===== src/rtl/bus_arbiter4_if.sv =====
// Request/grant bundle between four requesters, their consumer and the arbiter.
// The master modport is the requester/consumer side; the slave modport is the arbiter.
// No logic here: the bundle carries only the signals themselves.
interface bus_arbiter4_if;
  logic [3:0] req;
  logic       bus_ready;
  logic [3:0] gnt;
  logic [1:0] sel;
  logic       bus_valid;
  logic       busy;

  modport master (
    output req,
    output bus_ready,
    input  gnt,
    input  sel,
    input  bus_valid,
    input  busy
  );

  modport slave (
    input  req,
    input  bus_ready,
    output gnt,
    output sel,
    output bus_valid,
    output busy
  );
endinterface


===== src/rtl/bus_arbiter4.sv =====
// Round-robin arbiter sharing one 16-bit bus between four requesters, with bounded burst tenure.
// Latency: request to grant is 1 cycle; handover between owners has no idle bubble.
// Backpressure: a beat counts only when bus_valid & bus_ready; the owner holds while bus_ready is low.
module bus_arbiter4 #(
  parameter int MAX_BURST = 4,  // accepted beats per tenure, 1..7
  parameter int CNT_W     = 3   // 2**CNT_W must exceed MAX_BURST
) (
  input logic           clk,
  input logic           rst_n,
  bus_arbiter4_if.slave bus
);

  typedef enum logic {IDLE = 1'b0, GRANT = 1'b1} state_t;

  state_t           r_state, w_state_nxt;
  logic [3:0]       r_gnt, w_gnt_nxt;
  logic [1:0]       r_sel, w_sel_nxt;
  logic [1:0]       r_last, w_last_nxt;
  logic [CNT_W-1:0] r_cnt, w_cnt_nxt;
  logic             r_valid, w_valid_nxt;
  logic             r_busy, w_busy_nxt;

  logic             w_beat;
  logic             w_burst_done;
  logic             w_release;
  logic [1:0]       w_pick;
  logic [1:0]       w_base;

  // First requesting index after `base`, wrapping; `base` itself is tried last,
  // so an owner with an exhausted burst wins only when nobody else is asking.
  function automatic logic [1:0] rr_pick(input logic [3:0] req, input logic [1:0] base);
    logic [1:0] idx;
    logic       found;
    rr_pick = base;
    found   = 1'b0;
    for (int k = 1; k <= 4; k++) begin
      idx = 2'(base + 2'(k));
      if (!found && req[idx]) begin
        rr_pick = idx;
        found   = 1'b1;
      end
    end
  endfunction

  // Arbitration inputs: on release the current owner becomes the new "last".
  always_comb begin
    w_beat       = r_valid & bus.bus_ready;
    w_burst_done = w_beat && (r_cnt == CNT_W'(MAX_BURST - 1));
    w_release    = (r_state == GRANT) && (!bus.req[r_sel] || w_burst_done);
    w_base       = (r_state == GRANT) ? r_sel : r_last;
    w_pick       = rr_pick(bus.req, w_base);
  end

  // Next-state and registered-output values; everything holds unless changed below.
  always_comb begin
    w_state_nxt = r_state;
    w_gnt_nxt   = r_gnt;
    w_sel_nxt   = r_sel;
    w_last_nxt  = r_last;
    w_cnt_nxt   = r_cnt;
    w_valid_nxt = r_valid;
    w_busy_nxt  = r_busy;
    case (r_state)
      IDLE: begin
        if (|bus.req) begin
          w_state_nxt = GRANT;
          w_gnt_nxt   = 4'b0001 << w_pick;
          w_sel_nxt   = w_pick;
          w_cnt_nxt   = '0;
          w_valid_nxt = 1'b1;
          w_busy_nxt  = 1'b1;
        end
      end
      GRANT: begin
        if (w_release) begin
          w_last_nxt = r_sel;
          w_cnt_nxt  = '0;
          if (|bus.req) begin
            w_gnt_nxt = 4'b0001 << w_pick;
            w_sel_nxt = w_pick;
          end else begin
            // sel keeps pointing at the last owner while idle
            w_state_nxt = IDLE;
            w_gnt_nxt   = 4'b0000;
            w_valid_nxt = 1'b0;
            w_busy_nxt  = 1'b0;
          end
        end else if (w_beat) begin
          w_cnt_nxt = r_cnt + 1'b1;
        end
      end
      default: begin
        w_state_nxt = IDLE;
        w_gnt_nxt   = 4'b0000;
        w_valid_nxt = 1'b0;
        w_busy_nxt  = 1'b0;
      end
    endcase
  end

  // State and output registers; reset clears the bus immediately, without a clock.
  always_ff @(posedge clk or negedge rst_n) begin
    if (!rst_n) begin
      r_state <= IDLE;
      r_gnt   <= 4'b0000;
      r_sel   <= 2'd0;
      r_last  <= 2'd3;
      r_cnt   <= '0;
      r_valid <= 1'b0;
      r_busy  <= 1'b0;
    end else begin
      r_state <= w_state_nxt;
      r_gnt   <= w_gnt_nxt;
      r_sel   <= w_sel_nxt;
      r_last  <= w_last_nxt;
      r_cnt   <= w_cnt_nxt;
      r_valid <= w_valid_nxt;
      r_busy  <= w_busy_nxt;
    end
  end

  assign bus.gnt       = r_gnt;
  assign bus.sel       = r_sel;
  assign bus.bus_valid = r_valid;
  assign bus.busy      = r_busy;

endmodule


===== src/flat_wrapper.sv =====
// flat-port wrapper written by rule: the top's interface ports become plain ports
module bus_arbiter4_flat 
#(
  parameter int MAX_BURST = 4,                                    
  parameter int CNT_W     = 3                                    
)
  (clk, rst_n, bus_req, bus_bus_ready, bus_gnt, bus_sel, bus_bus_valid, bus_busy);
  bus_arbiter4_if bus_i ();
  input logic clk;
  input logic rst_n;
  input wire logic [$bits(bus_i.req)-1:0] bus_req;
  input wire logic [$bits(bus_i.bus_ready)-1:0] bus_bus_ready;
  output wire logic [$bits(bus_i.gnt)-1:0] bus_gnt;
  output wire logic [$bits(bus_i.sel)-1:0] bus_sel;
  output wire logic [$bits(bus_i.bus_valid)-1:0] bus_bus_valid;
  output wire logic [$bits(bus_i.busy)-1:0] bus_busy;
  assign bus_i.req = bus_req;
  assign bus_i.bus_ready = bus_bus_ready;
  assign bus_gnt = bus_i.gnt;
  assign bus_sel = bus_i.sel;
  assign bus_bus_valid = bus_i.bus_valid;
  assign bus_busy = bus_i.busy;
  bus_arbiter4 #(.MAX_BURST(MAX_BURST), .CNT_W(CNT_W)) u_core (.clk(clk), .rst_n(rst_n), .bus(bus_i));
endmodule

===== config.mk =====
export PLATFORM = sky130hd
export DESIGN_NAME = bus_arbiter4_flat
export DESIGN_NICKNAME = d
export VERILOG_FILES = /design/src/rtl/bus_arbiter4_if.sv /design/src/rtl/bus_arbiter4.sv /design/src/flat_wrapper.sv
export SDC_FILE = /design/constraint.sdc
export NUM_CORES = 1
export LEC_CHECK = 0
export ABC_AREA = 1
export BUFFER_PORTS_ARGS = -buffer_cell sky130_fd_sc_hd__buf_2
export CORE_UTILIZATION = 45
export CTS_CLUSTER_SIZE = 30
export DETAILED_ROUTE_END_ITERATION = 7
export PLACE_DENSITY_LB_ADDON = 0.1
export SYNTH_ARGS = -nofsm -noshare
export SYNTH_HDL_FRONTEND = slang
export SYNTH_SLANG_ARGS = --single-unit

===== constraint.sdc =====
create_clock -name clk -period 2.27 [get_ports clk]
set_input_delay 0.3405 -clock clk [delete_from_list [all_inputs] [get_ports clk]]
set_output_delay 0.3405 -clock clk [all_outputs]
set_load 0.005 [all_outputs]

==> results.tsv, run 1 <==
stage	metric	value	unit
clock_network	CTS tree	yes	
critical_path	Data arrival, critical path	1.99	ns
timing	slew at the pin with the worst max-slew slack	0.434	ns
drt	count of routing violations after the opening detailed-route iteration	19	
yosys	Post-Syn Area	998	um2
floorplan	number of placed I/O pins	15	
clock_network	count of buffers added by post-CTS timing repair for setup	0	
pwr	Design Power	1630	uW
global_route	initial antenna violation count	0	
global_route	largest net degree at the start of global routing	14	
layout	area taken by flip-flops and latches	328	um2
clock_network	number of sinks on the clock net	13	
critical_path	r2r setup slk	0.46	ns
placement	count of input and output buffers	14	
critical_path	highest fanout seen on the critical path	10	
timing	normalized max-slew margin	71.1	%
drt	iteration count of the initial detailed-routing pass	4	
timing	setup tns final	0	ns
critical_path	Reg2Reg Capture Point	u_core.bus.gnt[0]$_DFFE_PN0P_	
drt	total via count in the routed design	877	
clock_network	clock latency at the later pin of the worst-skew pair	0.28	ns
timing	final setup vio count	0	
layout	number of fillers in the final layout	220	
floorplan	starting utilization of the core area	49.4	%
min_path	start point of the worst hold path	bus_req[2]	
drt	count of unresolved DRC violations after routing	0	
pwr	maximum VDD drop	0.735	mV
drt	drt total wl	1.92	mm
global_route	global-route wire length before repair	3.55	mm
yosys	distinct cell type count of the synthesized netlist	22	
layout	footprint of the multi-input gates	579	um2
yosys	Syn Area/Cell	7.08	um2
drt	Final ANT Viol Nets	0	
layout	share of post-route cells with drive strength above 1	29.7	%
clock_network	CTS Buffer Depth	2	
clock_network	number of H-tree levels	1	
clock_network	hold bufs inserted after CTS	1	
clock_network	# resized after CTS	0	
timing	final max-slew violation count	0	
yosys	gate count of the mapped netlist	141	
timing	skew final	0.000500	ns
min_path	worst-case hold path end point	u_core.r_state$_DFF_PN0_	
timing	final hold violation count	0	
floorplan	Die Y	49.1	um
timing	minimum clock period	1.81	ns
critical_path	number of cells on the worst reg-to-reg path	13	
floorplan	core box area	0.00202	mm2
yosys	Post-Synthesis Net Count	150	
pwr	reported leakage power	0.000621	uW
layout	ANT cells	0	
global_route	total congestion overflow after global routing	0	
drt	mean routed wirelength per cell	10.4	um
critical_path	worst setup path start	u_core.r_state$_DFF_PN0_	
flow_run	max-cap check violation count	0	
min_path	HP Class	in2reg	
critical_path	Critical Path RT	2.45	ns
layout	area growth from synthesis to layout	12.3	%
global_route	via count of the first global-routing pass	813	
yosys	register bit total from synthesis	13	
yosys	number of warning messages in the yosys log	0	
timing	setup repair after global routing missed its margin	false	
drt	average vias per placed instance	4.74	
min_path	Min-Delay Path Depth	3	
critical_path	kind of start point of the critical path	register	
timing	portion of the clock cycle consumed by the worst path in the final layout	79.7	%
floorplan	DIE AREA	0.00241	mm2
critical_path	critical path start-end classification	reg2reg	
clock_network	clock transition at the register clock pins on the worst setup and hold paths after CTS	0.08	ns
placement	DPL Wire Length	1.59	mm
placement	global placer's final weighted congestion	0.854	
clock_network	root buffer cell	clkbuf_4	
global_route	global-route total usage across every layer	19.3	%
critical_path	type of element capturing the critical path	register	
timing	Max Freq	0.552	GHz
yosys	sequential cell area fraction in the yosys report	32.8	%
critical_path	launch instance of the worst register-to-register path	u_core.r_state$_DFF_PN0_	
pwr	P per Cell Area	1460	mW/mm2
floorplan	Die Width	49.1	um
outcome	result of the run	completed	
layout	final-stage net count	168	
floorplan	Cell Rows	16	
layout	core utilization of the finished layout	55.4	%
clock_network	CTS buffer count	3	
[logic make-up (layout without fill, tap and decap cells)]
| logic type | count (synthesis) | after routing | share of synthesized area, % |
|---|---|---|---|
| fa+ha+maj | 2 | 2 | 2.51 |
| flops | 13 | 13 | 32.8 |
| compound gates | 11 | 11 | 6.52 |
| buf+inv | 20 | 37 | 9.15 |
| simple gates | 95 | 95 | 49.0 |
[worst max path at each step]
stage	to	slack, ns
after CTS	u_core.bus.gnt[0]$_DFFE_PN0P_	0.45
after global routing	u_core.bus.gnt[0]$_DFFE_PN0P_	0.29
after global placement	u_core.bus.gnt[0]$_DFFE_PN0P_	0.50
after detailed placement	u_core.bus.gnt[0]$_DFFE_PN0P_	0.46
final	u_core.bus.gnt[0]$_DFFE_PN0P_	0.46
after floorplan	u_core.bus.gnt[0]$_DFFE_PN0P_	0.73
[stage by stage]
| step | instances | hold slack (ns) | area, um2 | setup WS (ns) |
|---|---|---|---|---|
| after CTS | 185 | 0.338 | 1120 | 0.446 |
| after global routing | 185 | 0.365 | 1120 | 0.291 |
| after floorplan | 141 | 0.0449 | 998 | 0.728 |
| after global placement | 180 | 0.246 | 1080 | 0.500 |
| final | 185 | 0.351 | 1120 | 0.460 |
| after detailed placement | 180 | 0.248 | 1080 | 0.462 |
[cells in the final DEF, fill, tap and decap left out]
cell type      instances
nand3_1               14
o21bai_1               2
ha_1                   2
dfstp_2                2
nor4_1                 1
clkbuf_4               3
clkinv_2               1
nor2_1                 7
o31ai_1                1
nor2_4                 1
buf_2                 14
nand2_1               47
nand2_4                7
o21a_1                 1
inv_2                  1
dlygate4sd3_1          1
nand2_2               15
inv_1                 16
and2_1                 1
dfrtp_1               11
inv_6                  1
o21ai_0                6
nand3_2                2
o21ai_1                1
[registers in the layout, summed over array words and instances, names as in the netlist]
signal and cells:
u_core.bus.bus_valid 1, u_core.bus.gnt 4, u_core.bus.sel 2, u_core.r_cnt 3, u_core.r_last 2, u_core.r_state 1
[synthesized netlist by cell type (all sizes together)]
library cell | n | area share [%]
inv | 18 | 7.3
dfstp | 2 | 5.3
nor4 | 1 | 0.63
nand2 | 69 | 35
ha | 2 | 2.5
nor2 | 8 | 3.8
nand3 | 16 | 9.0
o21a | 1 | 0.75
and2 | 1 | 0.63
buf | 2 | 1.9
o31ai | 1 | 0.75
dfrtp | 11 | 28
o21bai | 2 | 1.5
o21ai | 7 | 3.5
[metal layers]
layer | GRT usage (%) | wire length (um) | share of wire (%) | vias up
met1 | 24.7 | 957 | 50 | 393
met2 | 31.1 | 890 | 46 | 8
li1 | - | - | - | 473
met4 | 4.41 | 16 | 0.83 | 0
met3 | 6.54 | 55 | 2.9 | 3
met5 | 0 | 0 | 0 | -
[cell type report]
type / instances / share of cell area [%]
multi-input cells: 108 / 51.7
flip-flops and latches: 13 / 29.2
repair buffers: 15 / 7.14
inverters: 18 / 6.47
well taps: 27 / 3.01
clock buffers: 3 / 2.01
clock inverters: 1 / 0.446
[worst max-delay path, cell delays in order (launching register included)]
cell and delay, ns:
dfrtp_1 0.62, nand2_2 0.15, nand2_4 0.13, nand2_1 0.06, nand2_1 0.10, nand2_1 0.07
nand2_2 0.09, nand2_1 0.07, nand2_2 0.08, nand2_2 0.05, nand2_2 0.07, nand2_2 0.07
nand3_1 0.08, nand2_1 0.06
[power breakdown]
| group | internal [uW] | switching (uW) | leakage [uW] |
|---|---|---|---|
| registers | 339 | 80.9 | 0.000157 |
| logic | 387 | 676 | 0.000446 |
| clock network | 65.5 | 83.1 | 0.0000177 |
| total | 792 | 840 | 0.000621 |
Power figures use the tool's default switching activity.
==> run 2: changes to the inputs <==
==> constraint.sdc (replaced) <==
create_clock -name clk -period 1.5 [get_ports clk]
set_input_delay 0.225 -clock clk [delete_from_list [all_inputs] [get_ports clk]]
set_output_delay 0.225 -clock clk [all_outputs]
set_load 0.005 [all_outputs]
==> results.tsv, run 2 (synthesis results as in run 1) <==
stage	metric	value	unit	change
outcome	result of the run	complete, but fails checks		
outcome	failing checks	setup timing		
layout	final-stage net count	193		+15%
layout	area growth from synthesis to layout	39.0	%	
clock_network	root buffer cell	clkbuf_4		
critical_path	Critical Path RT	1.73	ns	-0.72 ns
critical_path	sum of buffers and inverters on the critical path	1		+1
timing	final max-slew violation count	0		unchanged
pwr	maximum VDD drop	1.42	mV	+93%
layout	final instance area	0.00139	mm2	+24%
drt	count of routing violations after the opening detailed-route iteration	17		-2
global_route	total congestion overflow after global routing	0		unchanged
critical_path	cell count along the critical path	14		+1
pwr	reported leakage power	0.000760	uW	+22%
floorplan	core box area	0.00202	mm2	unchanged
placement	Cell Area, Placed	0.00121	mm2	+12%
timing	portion of the clock cycle consumed by the worst path in the final layout	111	%	+32 points
floorplan	starting utilization of the core area	49.4	%	unchanged
critical_path	kind of start point of the critical path	register		
floorplan	Die Y	49.1	um	unchanged
clock_network	number of H-tree levels	1		unchanged
layout	flip-flop count of the largest register, all copies and words added	4		unchanged
placement	count of input and output buffers	14		unchanged
drt	total via count in the routed design	1000		+14%
global_route	initial antenna violation count	0		unchanged
floorplan	Die Width	49.1	um	unchanged
pwr	P per Cell Area	2220	mW/mm2	+53%
floorplan	Cell Rows	16		unchanged
critical_path	cell at the slowest stage of the critical path	dfstp_2		
timing	final setup vio count	5		+5
drt	drt total wl	2.32	mm	+21%
clock_network	CTS tree	yes		
layout	Final Instance Count excl. Fillers	210		+14%
timing	final worst slack	-0.170	ns	-0.629 ns
placement	Placement Setup Slack	-0.191	ns	-0.653 ns
critical_path	category of cells accounting for the largest share of critical-path delay	simple AND/OR/NAND/NOR gates		
timing	slew at the pin with the worst max-slew slack	0.302	ns	-0.131 ns
critical_path	type of element capturing the critical path	register		
layout	ANT cells	0		unchanged
critical_path	highest fanout seen on the critical path	5		-5
clock_network	clock latency at the later pin of the worst-skew pair	0.29	ns	about the same
layout	footprint of the multi-input gates	649	um2	+12%
layout	number of fillers in the final layout	173		-21%
layout	most common library cell in the layout ignoring fill and taps	nand2_1		
drt	mean routed wirelength per cell	11.1	um	+6.5%
global_route	via count of the first global-routing pass	936		+15%
timing	Max Freq	0.599	GHz	+8.4%
critical_path	CP peak stage delay	0.59	ns	-0.03 ns
global_route	global-route total usage across every layer	21.8	%	+2.6 points
drt	average vias per placed instance	4.76		+0.45%
timing	skew final	0.00940	ns	+0.00890 ns
min_path	HP Class	in2async		
clock_network	CTS buffer count	3		unchanged
timing	setup repair after global routing missed its margin	true		
drt	count of unresolved DRC violations after routing	0		unchanged
clock_network	clock transition at the register clock pins on the worst setup and hold paths after CTS	0.09	ns	about the same
floorplan	number of placed I/O pins	15		unchanged
placement	dpl cells	197		+9.4%
critical_path	crit-path cells	inv_2 -> nand2_4 -> nand2_4 -> nand2_2 -> nand2_2 -> nand2_4 -> nand2_4 -> nor2_4 -> nand2_2 -> nand2_2 -> nand2_2 -> nand2_2 -> nand3_1 -> nand2_1		
timing	final hold violation count	0		unchanged
global_route	global-route wire length before repair	4.01	mm	+13%
critical_path	number of cells on the worst reg-to-reg path	14		+1
critical_path	critical path start-end classification	reg2reg		
clock_network	CTS Buffer Depth	2		unchanged
timing	Post-Route Hold Slack	0.344	ns	-0.00724 ns
floorplan	DIE AREA	0.00241	mm2	unchanged
layout	leading cell types in the layout, fill and taps excluded	nand2_1, nand2_2, buf_4		
layout	share of post-route cells with drive strength above 1	52.5	%	+23 points
timing	normalized max-slew margin	79.9	%	+8.8 points
global_route	largest net degree at the start of global routing	14		unchanged
drt	Final ANT Viol Nets	0		unchanged
critical_path	most prevalent standard cell on the critical path	nand2_2		
placement	global placer's final weighted congestion	0.873		+2.2%
timing	minimum clock period	1.67	ns	-0.141 ns
drt	iteration count of the initial detailed-routing pass	4		unchanged
critical_path	Data arrival, critical path	1.90	ns	-0.09 ns
flow_run	max-cap check violation count	0		unchanged
clock_network	number of sinks on the clock net	13		unchanged
pwr	Design Power	3090	uW	+89%
placement	DPL Wire Length	1.66	mm	+4.8%
layout	area taken by flip-flops and latches	330	um2	+0.76%
run 2: metrics by stage:
step	TNS, ns	util (%)
2_1_floorplan	-0.0364	-
3_3_place_gp	-0.543	60.0
3_5_place_dp	-0.871	60.0
4_1_cts	-0.648	63.9
5_1_grt	-1.49	68.6
6_report	-0.749	68.6
run 2: what timing repair did:
item / 4_1_cts / 5_1_grt
hold buffers: 1 / 0
setup endpoints to repair: 6 / 10
endpoints found under the hold margin: 11 / 0
resized for setup: 9 / 22
setup buffers: 3 / 5
pin swaps: 9 / 11
run 2: path summary, 6_finish.rpt:
path                                          startpoint                               end  slack (ns)
min in group clk                              bus_req[1]          u_core.r_state$_DFF_PN0_        0.39
max in group asynchronous                          rst_n      u_core.r_last[1]$_DFFE_PN1P_        0.86
min reg2reg                u_core.bus.gnt[1]$_DFFE_PN0P_     u_core.bus.gnt[1]$_DFFE_PN0P_        0.48
min                                                rst_n  u_core.bus.bus_valid$_DFFE_PN0P_        0.34
max reg2reg                 u_core.r_last[0]$_DFFE_PN1P_     u_core.bus.gnt[0]$_DFFE_PN0P_       -0.17
max                         u_core.r_last[0]$_DFFE_PN1P_     u_core.bus.gnt[0]$_DFFE_PN0P_       -0.17
run 2: per-layer routing:
metal  wire length, um  GRT usage, %  up-vias
met5                 0             0        -
met4                47          8.82        0
met3                52          6.85        6
met2              1150          33.3       10
met1              1080          28.4      458
li1                  -             -      526
run 2: power by group:
group | internal, uW | total (uW) | switching [uW]
logic | 967 | 2220 | 1250
clock network | 99.1 | 224 | 125
registers | 516 | 644 | 128
total | 1580 | 3090 | 1500
run 2: final cells by class:
cell class | instances | share of cell area (%)
repair buffers | 40 | 19.6
inverters | 18 | 5.41
clock buffers | 3 | 1.62
multi-input cells | 108 | 46.8
clock inverters | 1 | 0.361
well taps | 27 | 2.43
flip-flops and latches | 13 | 23.8
